### config.mk
export PLATFORM = sky130hd
export DESIGN_NAME = ps2_keyb_rx
export DESIGN_NICKNAME = d
export VERILOG_FILES = /design/src/rtl/ps2_keyb_rx.sv
export SDC_FILE = /design/constraint.sdc
export NUM_CORES = 1
export LEC_CHECK = 0
export CORE_UTILIZATION = 50
export DETAILED_ROUTE_END_ITERATION = 6
export GPL_TIMING_DRIVEN = 0
export HOLD_SLACK_MARGIN = 0.08
export PLACE_DENSITY = 0.67
export SLEW_MARGIN = 20
export SYNTH_ARGS = -nofsm -noshare
export SYNTH_HDL_FRONTEND = slang
export SYNTH_SLANG_ARGS = --single-unit
export TNS_END_PERCENT = 20
### constraint.sdc
create_clock -name CLOCK -period 8.5 [get_ports CLOCK]
set_clock_uncertainty 0.2 [all_clocks]
set_input_delay 2.55 -clock CLOCK [delete_from_list [all_inputs] [get_ports CLOCK]]
set_output_delay 2.55 -clock CLOCK [all_outputs]
set_load 0.02 [all_outputs]
### src/rtl/ps2_keyb_rx.sv
// PS/2 keyboard receiver: frame deserialiser, scan-code FIFO, data/status read port
// and a toggle interrupt that flips once per byte handed to software.
//
// state  | meaning
// -------+----------------------------------------------------------
// IDLE   | waiting for a falling edge with data low (start bit)
// DATA   | shifting in D0..D7, LSB first, one bit per falling edge
// PARITY | next falling edge captures the parity bit
// STOP   | next falling edge checks stop=1 and odd parity, push or flag
module ps2_keyb_rx #(
    parameter int DEPTH_LOG2 = 3,
    parameter int TIMEOUT    = 12500
) (
    input  logic       CLOCK,
    input  logic       RESET_N,
    input  logic       PS2_CLK,
    input  logic       PS2_DAT,
    input  logic       I_ADDR,
    input  logic       I_RD,
    output logic [7:0] O_DATA,
    output logic       IRQ_KEYB
);
    localparam int DEPTH = 1 << DEPTH_LOG2;
    localparam int CW    = DEPTH_LOG2 + 1;
    localparam int TW    = $clog2(TIMEOUT + 1);

    typedef enum logic [1:0] {IDLE, DATA, PARITY, STOP} state_t;
    state_t state, state_nxt;

    logic                  clk_s1, clk_s2, clk_s3, dat_s1, dat_s2;
    logic                  fall, tmo;
    logic [7:0]            shift_q;
    logic [2:0]            bitcnt;
    logic                  par_q;
    logic [TW-1:0]         tmr;
    logic                  frame_ok, frame_err;

    logic [7:0]            mem [DEPTH];
    logic [DEPTH_LOG2-1:0] wr_ptr, rd_ptr;
    logic [CW-1:0]         count, count_nxt;
    logic                  ferr, ovf;
    logic                  empty, full, data_rd, stat_rd, pop, push, drop, irq_tgl;
    logic [7:0]            stat_byte;

    // clk_s3 is the previous synchronised clock level, used only for edge detect
    assign fall = clk_s3 & ~clk_s2;
    assign tmo  = (state != IDLE) && !fall && (tmr == TW'(TIMEOUT));

    always_ff @(posedge CLOCK) begin
        if (!RESET_N) state <= IDLE;
        else          state <= state_nxt;
    end

    always_comb begin
        state_nxt = state;
        frame_ok  = 1'b0;
        frame_err = 1'b0;
        if (tmo) begin
            state_nxt = IDLE;
            frame_err = 1'b1;
        end else if (fall) begin
            case (state)
                IDLE:    if (!dat_s2) state_nxt = DATA;
                DATA:    if (bitcnt == 3'd7) state_nxt = PARITY;
                PARITY:  state_nxt = STOP;
                STOP: begin
                    state_nxt = IDLE;
                    if (dat_s2 && ((^shift_q) ^ par_q)) frame_ok  = 1'b1;
                    else                                frame_err = 1'b1;
                end
                default: state_nxt = IDLE;
            endcase
        end
    end

    always_ff @(posedge CLOCK) begin
        if (!RESET_N) begin
            clk_s1  <= 1'b1;
            clk_s2  <= 1'b1;
            clk_s3  <= 1'b1;
            dat_s1  <= 1'b1;
            dat_s2  <= 1'b1;
            shift_q <= 8'h00;
            bitcnt  <= 3'd0;
            par_q   <= 1'b0;
            tmr     <= '0;
        end else begin
            clk_s1 <= PS2_CLK;
            clk_s2 <= clk_s1;
            clk_s3 <= clk_s2;
            dat_s1 <= PS2_DAT;
            dat_s2 <= dat_s1;
            if (state == IDLE || fall) tmr <= '0;
            else                       tmr <= tmr + 1'b1;
            if (fall) begin
                case (state)
                    IDLE:    bitcnt <= 3'd0;
                    DATA: begin
                        shift_q <= {dat_s2, shift_q[7:1]};
                        bitcnt  <= bitcnt + 3'd1;
                    end
                    PARITY:  par_q <= dat_s2;
                    default: ;
                endcase
            end
        end
    end

    // a push into a full FIFO still lands when a pop frees the head slot that cycle
    assign empty   = (count == '0);
    assign full    = (count == CW'(DEPTH));
    assign data_rd = I_RD && !I_ADDR;
    assign stat_rd = I_RD && I_ADDR;
    assign pop     = data_rd && !empty;
    assign push    = frame_ok && (!full || pop);
    assign drop    = frame_ok && full && !pop;

    always_comb begin
        count_nxt = count;
        if (push && !pop)      count_nxt = count + 1'b1;
        else if (pop && !push) count_nxt = count - 1'b1;
    end

    assign irq_tgl   = (push && empty) || (pop && (count_nxt != '0));
    assign stat_byte = {4'(count), ferr, ovf, full, !empty};

    always_ff @(posedge CLOCK) begin
        if (push) mem[wr_ptr] <= shift_q;
    end

    always_ff @(posedge CLOCK) begin
        if (!RESET_N) begin
            wr_ptr   <= '0;
            rd_ptr   <= '0;
            count    <= '0;
            ferr     <= 1'b0;
            ovf      <= 1'b0;
            O_DATA   <= 8'h00;
            IRQ_KEYB <= 1'b0;
        end else begin
            if (push) wr_ptr <= wr_ptr + 1'b1;
            if (pop)  rd_ptr <= rd_ptr + 1'b1;
            count <= count_nxt;
            ferr  <= frame_err | (ferr & ~stat_rd);
            ovf   <= drop | (ovf & ~stat_rd);
            if (data_rd)      O_DATA <= pop ? mem[rd_ptr] : 8'h00;
            else if (stat_rd) O_DATA <= stat_byte;
            if (irq_tgl) IRQ_KEYB <= ~IRQ_KEYB;
        end
    end
endmodule
==> impl_metrics.xml <==
<?xml version="1.0" encoding="UTF-8"?>
<metrics>
  <group name="outcome">
    <metric name="status" unit="">complete, no violations</metric>
  </group>
  <group name="logic_synthesis">
    <metric name="dominant_register_cell_in_the_synthesized_netlist" unit="">sky130_fd_sc_hd__edfxtp_1</metric>
    <metric name="count_of_unique_library_cells_instantiated_by_yosys" unit="">43</metric>
    <metric name="post-synth-top-area-cell" unit="">sky130_fd_sc_hd__edfxtp_1</metric>
    <metric name="synthMostInstantiatedCell" unit="">sky130_fd_sc_hd__edfxtp_1</metric>
    <metric name="synthCells" unit="">403</metric>
    <metric name="synth.ff_latch_count" unit="">121</metric>
    <metric name="synth_top_area_share" unit="%">38.1</metric>
    <metric name="average_size_of_a_mapped_cell" unit="um2">12.5</metric>
    <metric name="synth-seq-area-share" unit="%">60.7</metric>
    <metric name="syn-cell-area" unit="um2">5050</metric>
    <metric name="async_reset_ff_share" unit="%">0</metric>
    <metric name="synth_enable_flop_cells" unit="">64</metric>
    <metric name="yosys_warnings" unit="">0</metric>
    <metric name="synthTopCellsByArea" unit="">sky130_fd_sc_hd__edfxtp_1 (38%), sky130_fd_sc_hd__dfxtp_1 (23%), sky130_fd_sc_hd__mux4_2 (7.1%), sky130_fd_sc_hd__nor2_1 (3.5%), sky130_fd_sc_hd__nand2_1 (3.4%)</metric>
    <metric name="syn_nets" unit="">421</metric>
    <metric name="netlist_top_cells_count" unit="">sky130_fd_sc_hd__edfxtp_1 (64), sky130_fd_sc_hd__dfxtp_1 (57), sky130_fd_sc_hd__nor2_1 (47), sky130_fd_sc_hd__nand2_1 (46)</metric>
  </group>
  <group name="setup_path">
    <metric name="critical_path.reg2reg.startpoint" unit="">shift_q[1]</metric>
    <metric name="critical_path.reg2reg.endpoint" unit="">mem[7][1]</metric>
    <metric name="worstPathRequired" unit="ns">8.43</metric>
    <metric name="timing.critical_path.to_type" unit="">register</metric>
    <metric name="crit_fanout" unit="">8</metric>
    <metric name="worst-r2r-cell-count" unit="">6</metric>
    <metric name="crit_start" unit="">I_ADDR</metric>
    <metric name="critical_path_cell_sequence" unit="">clkdlybuf4s50_1 -&gt; nor2b_1 -&gt; o31a_2 -&gt; nand2_1 -&gt; nor2_1</metric>
    <metric name="critPathMaxStageDelay" unit="ns">0.74</metric>
    <metric name="critical_path_buf_inv_count" unit="">1</metric>
    <metric name="worst_path_dominant_cell_family" unit="">simple AND/OR/NAND/NOR gates</metric>
    <metric name="worst_setup_path_start_kind" unit="">input port</metric>
    <metric name="path_class" unit="">in2reg</metric>
    <metric name="slowest_stage" unit="">sky130_fd_sc_hd__nor2_1</metric>
    <metric name="critPathArrivalTime" unit="ns">4.38</metric>
    <metric name="ff2ff_setup_slack" unit="ns">4.94</metric>
  </group>
  <group name="worst_hold_path">
    <metric name="min-delay-path-class" unit="">reg2reg</metric>
    <metric name="min_delay_path_depth" unit="">1</metric>
    <metric name="hold_start" unit="">clk_s1</metric>
    <metric name="min_delay_worst_endpoint" unit="">clk_s2</metric>
  </group>
  <group name="die">
    <metric name="num_rows" unit="">36</metric>
    <metric name="die_w" unit="um">102</metric>
    <metric name="design.core.area" unit="um2">9770</metric>
    <metric name="floorplan.die_area" unit="um2">10500</metric>
    <metric name="initial_utilization" unit="%">51.6</metric>
    <metric name="die_height" unit="um">102</metric>
    <metric name="design.portCount" unit="">15</metric>
  </group>
  <group name="layout">
    <metric name="areaGrowthSynthToFinish" unit="%">17.6</metric>
    <metric name="layout-drive-gt1-share" unit="%">12.5</metric>
    <metric name="multi_input_area" unit="um2">1900</metric>
    <metric name="layout.area.seq" unit="um2">3060</metric>
    <metric name="antennaDiodeCount" unit="">0</metric>
    <metric name="final_design_area_no_fill" unit="um2">5930</metric>
    <metric name="n_fill_cell" unit="">784</metric>
    <metric name="final_net_count" unit="">453</metric>
  </group>
  <group name="timing">
    <metric name="actual_transition_at_the_worst_max_transition_pin" unit="ns">0.935</metric>
    <metric name="fin_worst_hold_slack" unit="ns">0.206</metric>
    <metric name="post-route-worst-setup-slack" unit="ns">4.04</metric>
    <metric name="timing.fmax" unit="MHz">224</metric>
    <metric name="hold_viol_final" unit="">0</metric>
    <metric name="rsz0062_at_grt" unit="">false</metric>
    <metric name="finalMaxSlewViolations" unit="">0</metric>
    <metric name="period_needed" unit="ns">4.46</metric>
    <metric name="final-setup-viol-count" unit="">0</metric>
    <metric name="setup-tns-final" unit="ns">0</metric>
    <metric name="timing.final.crit_share" unit="%">52.4</metric>
    <metric name="headroom_to_the_max_slew_limit" unit="%">37.4</metric>
  </group>
  <group name="placement">
    <metric name="routabilityCongestion" unit="">0.838</metric>
    <metric name="dpl_cell_area" unit="um2">5350</metric>
    <metric name="preCtsSetupSlack" unit="ns">3.58</metric>
    <metric name="dp.final_hpwl" unit="um">6580</metric>
    <metric name="numPortBuffers" unit="">13</metric>
  </group>
  <group name="clock_tree">
    <metric name="cts.sinks" unit="">121</metric>
    <metric name="cts_root_buf" unit="">sky130_fd_sc_hd__clkbuf_8</metric>
    <metric name="htree_num_levels" unit="">4</metric>
    <metric name="tritoncts_clock_tree" unit="">built</metric>
    <metric name="clock_tree.buffer_depth" unit="">2</metric>
    <metric name="cts_repair_resize_count" unit="">0</metric>
    <metric name="worst_setup_hold_path_clk_slew" unit="ns">0.05</metric>
    <metric name="cts_hold_repair.buffers" unit="">0</metric>
    <metric name="worst_skew_pair.late_latency" unit="ns">0.51</metric>
    <metric name="cts_buffers" unit="">17</metric>
    <metric name="post_cts_buffers" unit="">0</metric>
  </group>
  <group name="route">
    <metric name="number_of_search_and_repair_iterations_in_the_first_detailed_routing_pass" unit="">4</metric>
    <metric name="antenna_left" unit="">0</metric>
    <metric name="routed_wire_length_per_instance" unit="um">16.5</metric>
    <metric name="drt_wirelength" unit="um">9580</metric>
    <metric name="dr_total_vias" unit="">3159</metric>
    <metric name="total_drc_errors_in_the_routed_layout" unit="">0</metric>
    <metric name="drtIter0Drc" unit="">123</metric>
    <metric name="number_of_vias_per_cell" unit="">5.44</metric>
  </group>
  <group name="global_route">
    <metric name="grt_start_max_net_pins" unit="">17</metric>
    <metric name="grt_use_total" unit="%">20.8</metric>
    <metric name="wire_length_of_the_first_global_routing_pass" unit="um">15800</metric>
    <metric name="grt_pass1_vias" unit="">3211</metric>
    <metric name="grt_antenna_before_repair" unit="">0</metric>
    <metric name="globalRoute.totalOverflow" unit="">0</metric>
  </group>
  <group name="power_and_ir_drop">
    <metric name="vdd_ir_drop_max" unit="V">0.000152</metric>
    <metric name="powerDensity" unit="nW/um2">250</metric>
    <metric name="leakagePower" unit="nW">2.01</metric>
    <metric name="report.power.total" unit="mW">1.48</metric>
  </group>
  <group name="flow_run">
    <metric name="drv.max_cap_violation_count" unit="">0</metric>
  </group>
</metrics>
-- layer usage --
layer  track usage (%)  vias up  share of wire (%)
li1                  -     1516                  -
met1              25.4     1537                 43
met2              34.9       95                 50
met3              6.36       11                5.4
met4              7.36        0                1.1
met5                 0        -                  0
-- worst reg2reg max path: stages (launching register included) --
cell and delay, ns:
sky130_fd_sc_hd__dfxtp_1 0.56, sky130_fd_sc_hd__xor3_2 0.56, sky130_fd_sc_hd__or2_2 0.32, sky130_fd_sc_hd__mux2i_4 0.38, sky130_fd_sc_hd__o31a_2 0.30, sky130_fd_sc_hd__nand2_1 0.13
sky130_fd_sc_hd__nor2_1 0.74
-- cells in the final DEF, fill, tap and decap left out, drive strengths merged, types with 2 or more instances in the layout --
cell type and n:
nor2b 4, and2 3, clkinv 4, nor3 7, nand2b 12, inv 9, edfxtp 64, a211oi 2
and3 3, nand4 4, a311oi 3, nand2 47, or3 2, nand3 9, dfxtp 57, a21oi 17
o211ai 7, clkbuf 38, o21ai 12, ha 12, xnor2 11, mux4 16, buf 3, mux2i 13
nand4b 2, a22oi 2, xor2 13, nor2 47, clkdlybuf4s50 13
-- area by class of cell --
cell class | count | share of cell area (%)
timing repair buffer | 13 | 2.19
sequential | 121 | 51.6
buffer | 15 | 0.970
clock inverter | 6 | 0.970
inverter | 9 | 0.570
tap | 133 | 2.81
clock buffer | 26 | 8.80
multi-input combinational | 258 | 32.1
-- how the worst max path moves through the flow --
stage                           end  slack (ns)  cells after the start
after detailed placement  mem[7][4]        3.58                      5
after global routing      mem[7][7]        3.90                      5
after floorplan           mem[0][0]        4.00                      5
after global placement    mem[4][5]        3.25                      5
final                     mem[7][1]        4.04                      5
after CTS                 mem[7][7]        4.03                      5
-- power by group --
group          switching, mW  total [mW]  leakage, nW  internal (mW)
clock                  0.238       0.684        0.284          0.446
combinational         0.0850       0.159        0.668         0.0744
sequential            0.0144       0.638         1.06          0.624
-- logic make-up after synthesis --
family                   synth area share (%)
adder cells (fa/ha/maj)                  2.98
multiplexers                             9.97
buffers and inverters                    1.81
XOR/XNOR                                 5.50
AND/OR/NAND/NOR                          13.2
flip-flops                               60.7
AO/OA/AOI/OAI                            5.83
-- sequential cells by signal, indices dropped and copies added, names as in the netlist, 2 cells and up, named ones only --
register,cells
O_DATA,8
bitcnt,3
count,4
mem,64
rd_ptr,3
shift_q,8
state,2
tmr,14
wr_ptr,3
-- per-stage QoR --
step | cells | util [%]
after floorplan | 403 | -
after global placement | 549 | 54.7
after detailed placement | 549 | 54.8
after CTS | 581 | 60.7
after global routing | 581 | 60.7
final | 581 | 60.7
(Power assumes the default switching activity.)
